`src/rtl/regfile_wb_arbiter.sv`:
```
// regfile_wb_arbiter: register-file write-back arbiter (ALU over long-latency FIFO) with pending-register scoreboard
// Ports: clk/rst_n clock and async active-low reset; alu_* single-cycle results (no backpressure);
// lsu_* long-latency results into the FIFO (lsu_ready = not full); iss_valid/iss_rd mark a register pending;
// rs1/rs2 -> rs1_busy/rs2_busy combinational pending lookups; we3/wa3/wd3 registered write port;
// fifo_count current FIFO occupancy.
module regfile_wb_arbiter #(
  parameter int DEPTH = 4,
  parameter int XLEN = 32
) (
  input  logic                     clk,
  input  logic                     rst_n,
  input  logic                     alu_valid,
  input  logic [4:0]               alu_rd,
  input  logic [XLEN-1:0]          alu_data,
  input  logic                     lsu_valid,
  output logic                     lsu_ready,
  input  logic [4:0]               lsu_rd,
  input  logic [XLEN-1:0]          lsu_data,
  input  logic                     iss_valid,
  input  logic [4:0]               iss_rd,
  input  logic [4:0]               rs1,
  input  logic [4:0]               rs2,
  output logic                     rs1_busy,
  output logic                     rs2_busy,
  output logic                     we3,
  output logic [4:0]               wa3,
  output logic [XLEN-1:0]          wd3,
  output logic [$clog2(DEPTH):0]   fifo_count
);
  localparam int AW = $clog2(DEPTH);
  logic [4:0] mem_rd [DEPTH];
  logic [XLEN-1:0] mem_data [DEPTH];
  logic [AW-1:0] rptr, wptr;
  logic [31:0] pending, set_mask, clr_mask;
  logic push, pop;
  logic [4:0] head_rd;
  assign lsu_ready = fifo_count < (AW+1)'(DEPTH);
  assign push = lsu_valid && lsu_ready;
  assign pop = !alu_valid && fifo_count != '0;
  assign head_rd = mem_rd[rptr];
  assign set_mask = iss_valid ? 32'd1 << iss_rd : '0;
  // the clear lands on the same edge that registers the popped entry into we3
  assign clr_mask = pop ? 32'd1 << head_rd : '0;
  assign rs1_busy = pending[rs1];
  assign rs2_busy = pending[rs2];
  always_ff @(posedge clk)
    if (push) begin
      mem_rd[wptr] <= lsu_rd;
      mem_data[wptr] <= lsu_data;
    end
  always_ff @(posedge clk or negedge rst_n)
    if (!rst_n) begin
      rptr <= '0;
      wptr <= '0;
      fifo_count <= '0;
      pending <= '0;
      we3 <= 1'b0;
      wa3 <= '0;
      wd3 <= '0;
    end else begin
      rptr <= rptr + AW'(pop);
      wptr <= wptr + AW'(push);
      fifo_count <= fifo_count + (AW+1)'(push) - (AW+1)'(pop);
      // set after clear so a same-cycle reissue keeps the register pending
      pending <= ((pending & ~clr_mask) | set_mask) & ~32'd1;
      we3 <= alu_valid ? alu_rd != 5'd0 : pop && head_rd != 5'd0;
      if (alu_valid || pop) begin
        wa3 <= alu_valid ? alu_rd : head_rd;
        wd3 <= alu_valid ? alu_data : mem_data[rptr];
      end
    end
endmodule

```
`config.mk`:
```
export PLATFORM = sky130hd
export DESIGN_NAME = regfile_wb_arbiter
export DESIGN_NICKNAME = d
export VERILOG_FILES = /design/src/rtl/regfile_wb_arbiter.sv
export SDC_FILE = /design/constraint.sdc
export NUM_CORES = 1
export LEC_CHECK = 0
export CAP_MARGIN = 20
export CORE_ASPECT_RATIO = 0.7
export CORE_UTILIZATION = 51
export CTS_BUF_LIST = sky130_fd_sc_hd__clkbuf_4
export CTS_CLUSTER_DIAMETER = 100
export DETAILED_ROUTE_END_ITERATION = 16
export MAX_ROUTING_LAYER = met4
export PLACE_DENSITY = 0.9
export RECOVER_POWER = 100
export SYNTH_ARGS = -nofsm -noshare
export SYNTH_HDL_FRONTEND = slang
export SYNTH_SLANG_ARGS = --single-unit
```
`constraint.sdc`:
```
create_clock -name clk -period 3.56 [get_ports clk]
set_input_delay 1.068 -clock clk [delete_from_list [all_inputs] [get_ports clk]]
set_output_delay 1.068 -clock clk [all_outputs]
set_load 0.02 [all_outputs]
```
; ---- Word level (Yosys, flattened, before mapping)
; Memories as Yosys holds them, arrays and structs flattened.
; Index checks and enable logic that the tools add are counted.
[totals]
output_inout_bits = 44
n_memories = 2
ramBits = 148
elab_cells = 40
ff_bits = 76
inputBits = 94
[memory_table]
columns = memory, depth, width, rd, rd_ports_with_merged_regs, write_ports, line
row1 = mem_data, 4, 32, 1, 0, 1, 32  ; logic [XLEN-1:0] mem_data [DEPTH];
row2 = mem_rd, 4, 5, 1, 0, 1, 31  ; logic [4:0] mem_rd [DEPTH];
[op_classes]
n_mux = 11
shift = 2
n_addsub = 4
n_lt_le_gt_ge = 3
bitwise = 3
n_reduce_logical = 8
[op_table]
columns = op, count
row1 = 2-to-1 mux 32 bit, 3
row2 = << shifter 1 x 5 -> 32 bit (first input constant), 2
row3 = AND 32 bit, 1
row4 = inverter 32 bit, 1
row5 = bitwise OR 32 bit, 1
row6 = less-than comparator 5 x 6 -> 1 bit (second input constant), 2
row7 = binary-select mux 1 bit (select 5 bit), 2
row8 = nonzero test 5 bit, 2
row9 = 2-to-1 mux 1 bit, 5
row10 = 2-to-1 mux 5 bit, 1
row11 = adder 2 x 1 -> 2 bit, 2
row12 = adder 3 x 1 -> 3 bit, 1
row13 = logical AND 1 bit, 3
row14 = less-than comparator 3 bit (second input constant), 1
row15 = nonzero test 3 bit, 1
row16 = subtractor 3 x 1 -> 3 bit, 1
row17 = zero test 1 bit, 1
row18 = logical OR 1 bit, 1

; ---- Depth between registers and ports, before layout
[depth]
ltp_word = 6
depth_mapped = 9
mapped_depth_nobuf = 9

; ---- Worst setup path before layout
; No wires, ideal clock.
[synth_path]
path_type = input -> register
start = input port lsu_valid
end = memory mem_data[1][0], enable pin
slack_ns = -0.869
t_arrival_ns = 3.944
setup_ns = 0.485
t_required_ns = 3.075
path_buffers = 0
cell_stages = 2
path_cell_list = nand2_1 -> nor3b_1
[synth_via]
elab_chain_len = 3
[synth_lines]
columns = item, line
row1 = "start, declared", 15  ; input logic lsu_valid,
row2 = logical AND 1 bit, 38  ; assign push = lsu_valid && lsu_ready;
row3 = 2-to-1 mux 1 bit, 47  ; if (push) begin
row4 = 2-to-1 mux 1 bit (implied by the code), 49  ; mem_data[wptr] <= lsu_data;
row5 = "end, declared", 32
; Every way passes these cells.

; ---- Worst setup path in the final report
[layout_path]
start = input port rs2[0]
end = output port rs2_busy
[layout_via]
elab_chain_len = 2
[layout_lines]
columns = item, line
row1 = "start, declared", 22  ; input logic [4:0] rs2,
row2 = binary-select mux 1 bit (select 5 bit), 45  ; assign rs2_busy = pending[rs2];
row3 = 2-to-1 mux 1 bit (implied by the code), 45
row4 = "end, declared", 24  ; output logic rs2_busy,
; Every way passes these cells. The select of a mux whose other input is x is not followed.

==> results by stage <==
Yosys:
- The share of synthesized area in the top cell type comes to 0.476.
- For this run, the number of Yosys warnings is 0.
- The number of enable-type register cells in the synthesized netlist is around 150.
- Yosys attributes the largest share of cell area to sky130_fd_sc_hd__edfxtp_1, sky130_fd_sc_hd__dfrtp_1, sky130_fd_sc_hd__mux4_2, sky130_fd_sc_hd__mux2i_1, sky130_fd_sc_hd__o31ai_1.
- Ranked by instance count, the synthesized netlist is headed by sky130_fd_sc_hd__edfxtp_1, sky130_fd_sc_hd__dfrtp_1, sky130_fd_sc_hd__nand2_1.
- The average cell area after synthesis is between 15 and 20 um2.
- The synthesized flop and latch total is between 200 and 250.
- The leading cell type by number of instances after synthesis is sky130_fd_sc_hd__edfxtp_1.
- The most used flip-flop cell after synthesis is sky130_fd_sc_hd__edfxtp_1.
- The combined area of all synthesized cells is 0.00934 mm2.
- The sequential fraction of the synthesis area is 0.680.
- The number of nets handed over by synthesis was 679.
- After technology mapping, the gate count stands at 580.
- The share of flip-flops with an asynchronous set or reset is 0.339.
- The post-synthesis cell type count is between 40 and 50.
- The cell taking the most area after synthesis is sky130_fd_sc_hd__edfxtp_1.

Drt:
- The average wire per standard cell is 20.8 um.
- Detailed routing inserted a total of a little under 6000 vias.
- The via density per instance is 5.73.
- The total routed wirelength is 21.5 mm.
- The number of design rule violations left after detail routing is 0.
- Once detail routing completed, the nets flagged for antenna violations numbered 0.
- For this block, the initial DRC count from the detailed router was 451.
- The pre-antenna-repair detailed-routing pass consisted of 5 iterations.

Global route:
- The number of global-route vias before repair is approximately 6300.
- The maximum number of pins on one net before global-route repair is 77.
- The total global routing track utilization is 0.247.
- The number of antenna violations at the first check in global routing was 6.
- The first global-routing pass estimated 33.5 mm of wire.
- The total overflow reported by the global router is 0.

Power and ir drop:
- Of the total power, the clock network draws 0.225.
- The worst-case IR drop observed on VDD is between 400 and 500 uV.
- The cell area power density is between 700 and 800 mW/mm2.
- The total leakage power is between 0.004 and 0.005 uW.
- The completed layout was analyzed and its total power is 8750 uW.
- The total net switching power is 3000 uW.
- Of the total power, the share spent switching nets is 0.343.
- The share of total power dissipated in combinational logic is 0.327.
- The fraction of power consumed by sequential logic is 0.448.
- The internal power consumption is about 5800 uW.

Clock tree:
- Counting the buffers created by CTS gives between 50 and 60.
- For the worst-skew pair, the clock arrives at the later sink with an insertion delay of 0.66 ns.
- The CTS tree is yes.
- The CTS root buffer is sky130_fd_sc_hd__clkbuf_4.
- The clock transition at the register clock pins on the worst setup and hold paths after CTS is 0.08 ns.
- The H-tree was split into 2 levels.
- In this run, post-CTS hold repair placed 0 buffers.
- The number of clock sinks seen by CTS is approximately 220.
- The longest clock path from root to sink contains 3 buffers.

Setup path:
- On the critical path, the stage with the largest delay is an instance of sky130_fd_sc_hd__or4_4.
- In this run the worst path has a maximum fanout of 3.
- The stage delay of the slowest cell on the critical path is approximately 0.53 ns.
- The element type at the critical path end is an output port.
- The worst path arrival time is approximately 2.5 ns.
- The worst path required time is between 2 and 2.5 ns.
- The cell that appears most often on the critical path is sky130_fd_sc_hd__buf_6.
- The startpoint class of the critical path is an input port.
- Among cell families on the critical path, the largest total delay comes from simple AND/OR/NAND/NOR gates.
- The category of the most critical setup path is input port to output port.
- The number of buffer and inverter stages on the critical path is 2.
- The signal on the critical path passes through buf_6, mux4_2, and4b_1, or4_4, buf_6.

Timing:
- The final count of negative-setup-slack endpoints is 2.
- The worst-case headroom to the max-slew limit is -0.203.
- The minimum clock period is roughly 3.6 ns.
- Setup repair after global routing could not meet its margin everywhere.
- The maximum operating frequency is ~280 MHz.
- The final number of hold-violating endpoints came to 0.
- After routing, the total negative slack on setup checks comes to -0.0603 ns.
- The transition time of the tightest slew-check pin is approximately 1.8 ns.
- Of the available clock period, the critical path in the final layout requires 1.01.
- The number of max-slew violations in the final report came to 68.
- The final worst-path setup slack is -0.0417 ns.
- On the final layout, the worst clock skew is 0.0352 ns.

Die:
- The core area is roughly 0.018 mm2.
- The boundary pin count is roughly 140.
- The die is around 120 um tall.
- The floorplan die area is 0.0189 mm2.
- The initial standard-cell utilization of the core is 0.533.
- Row generation in the floorplan step produced 40 rows.
- From left edge to right edge, the die measures ~160 um.

Status:
- The final reports fail on max-capacitance violations, max-slew violations, negative setup slack.
- The flow ran to the end, but the final reports show violations.

Place:
- Routability-driven placement finished with a final weighted congestion of a little over 1.
- The total half-perimeter wirelength after legalization and detailed placement is 14.5 mm.
- The total of buffers placed on input and output ports is between 100 and 150.

Worst hold path:
- The tightest min-delay check is of the input port to async pin type.

Layout:
- The number of nets in the layout is between 800 and 900.
- The growth of design area from synthesis to finish is 25.3%.
- In the final layout, the share of cells above drive strength 1 is 0.203.
- The fill cell total of the finished layout is approximately 1200.

Run:
- The max capacitance violation total is 1.
-- flip-flops by register name, summed over array words and instances, names as in the netlist --
| register | count |
|---|---|
| mem_data | 128 |
| wd3 | 32 |
| pending | 31 |
| mem_rd | 20 |
| wa3 | 5 |
| fifo_count | 3 |
| rptr | 2 |
| wptr | 2 |
| we3 | 1 |
-- metal layers --
| metal | share of wire | wire [um] | vias up | track usage |
|---|---|---|---|---|
| li1 | - | - | 2671 | - |
| met2 | 0.48 | 10400 | 262 | 0.386 |
| met5 | 0 | 0 | - | - |
| met4 | 0.017 | 363 | 0 | 0.0914 |
| met3 | 0.085 | 1830 | 36 | 0.0631 |
| met1 | 0.41 | 8910 | 2982 | 0.315 |
-- cell type report --
cell class	instances	area (um2)	area share
Clock inverter	22	91.3	0.00781
Tap cell	231	289	0.0247
Sequential cell	224	6350	0.543
Multi-Input combinational cell	308	2810	0.241
Clock buffer	74	556	0.0475
Timing Repair Buffer	161	1540	0.132
Antenna cell	6	15.0	0.00128
Inverter	12	45.0	0.00385
-- worst paths after layout --
kind                       cells after the start  startpoint  slack [ns]           to
setup reg to reg                               4     rptr[0]        0.85      wd3[19]
min in group clk                               2     wd3[10]        0.48      wd3[10]
max in group asynchronous                      2       rst_n        0.93      rptr[1]
hold reg to reg                                2     wd3[10]        0.48      wd3[10]
hold / removal                                 1       rst_n        0.36  pending[13]
setup / recovery                               5      rs2[0]       -0.04     rs2_busy
-- layout by cell type (no fill, tap or decap), drive strengths merged, types with 9 or more instances in the layout --
master         count
buf               19
clkbuf            88
clkdlybuf4s50     43
clkinv            21
dfrtp             76
dlygate4sd3       81
edfxtp           148
inv               13
mux2i             32
mux4              51
nand2             70
nand2b             9
o21ai             42
o31ai             38
-- repair_timing --
action	in CTS	in global routing
buffers inserted	1	0
setup endpoints to repair	2	2
pin swaps	7	6
resized for setup	41	20
-- metrics by stage --
step / cells / hold slack, ns / cell area [um2] / worst slack [ns] / util
2_1_floorplan: 580 / 0.474 / 9370 / 0.0176 / -
3_3_place_gp: 936 / 0.462 / 11100 / -1.02 / 0.632
3_5_place_dp: 936 / 0.473 / 11100 / -1.04 / 0.632
4_1_cts: 1033 / 0.495 / 11700 / -0.164 / 0.670
5_1_grt: 1038 / 0.370 / 11700 / -0.0847 / 0.668
6_report: 1038 / 0.364 / 11700 / -0.0417 / 0.668
-- cells by family (layout without fill, tap and decap cells) --
group	count (synthesis)	count (layout)	share of synthesized area
flops	224	224	0.680
mux	85	85	0.160
other cells	0	6	0
fa+ha+maj	5	5	0.00750
simple gates	125	125	0.0651
compound gates	89	89	0.0625
buf+inv	48	269	0.0217
xor+xnor	4	4	0.00375
-- power by group through the flow --
stage	Clock (uW)	Sequential [uW]	Combinational, uW
floorplan	0	4050	1670
global placement	0	3940	2900
detailed placement	0	3980	2980
CTS	2020	3930	3010
global route	2160	3980	3100
finish	1970	3930	2860
-- worst reg2reg max path: cells and delay by family (launching register included) --
family          cells  cell delay, ns
mux                 2            0.87
compound gates      1            0.11
flops               1            0.58
buf+inv             1            0.98
No activity file was read; power rests on OpenSTA's default activity.
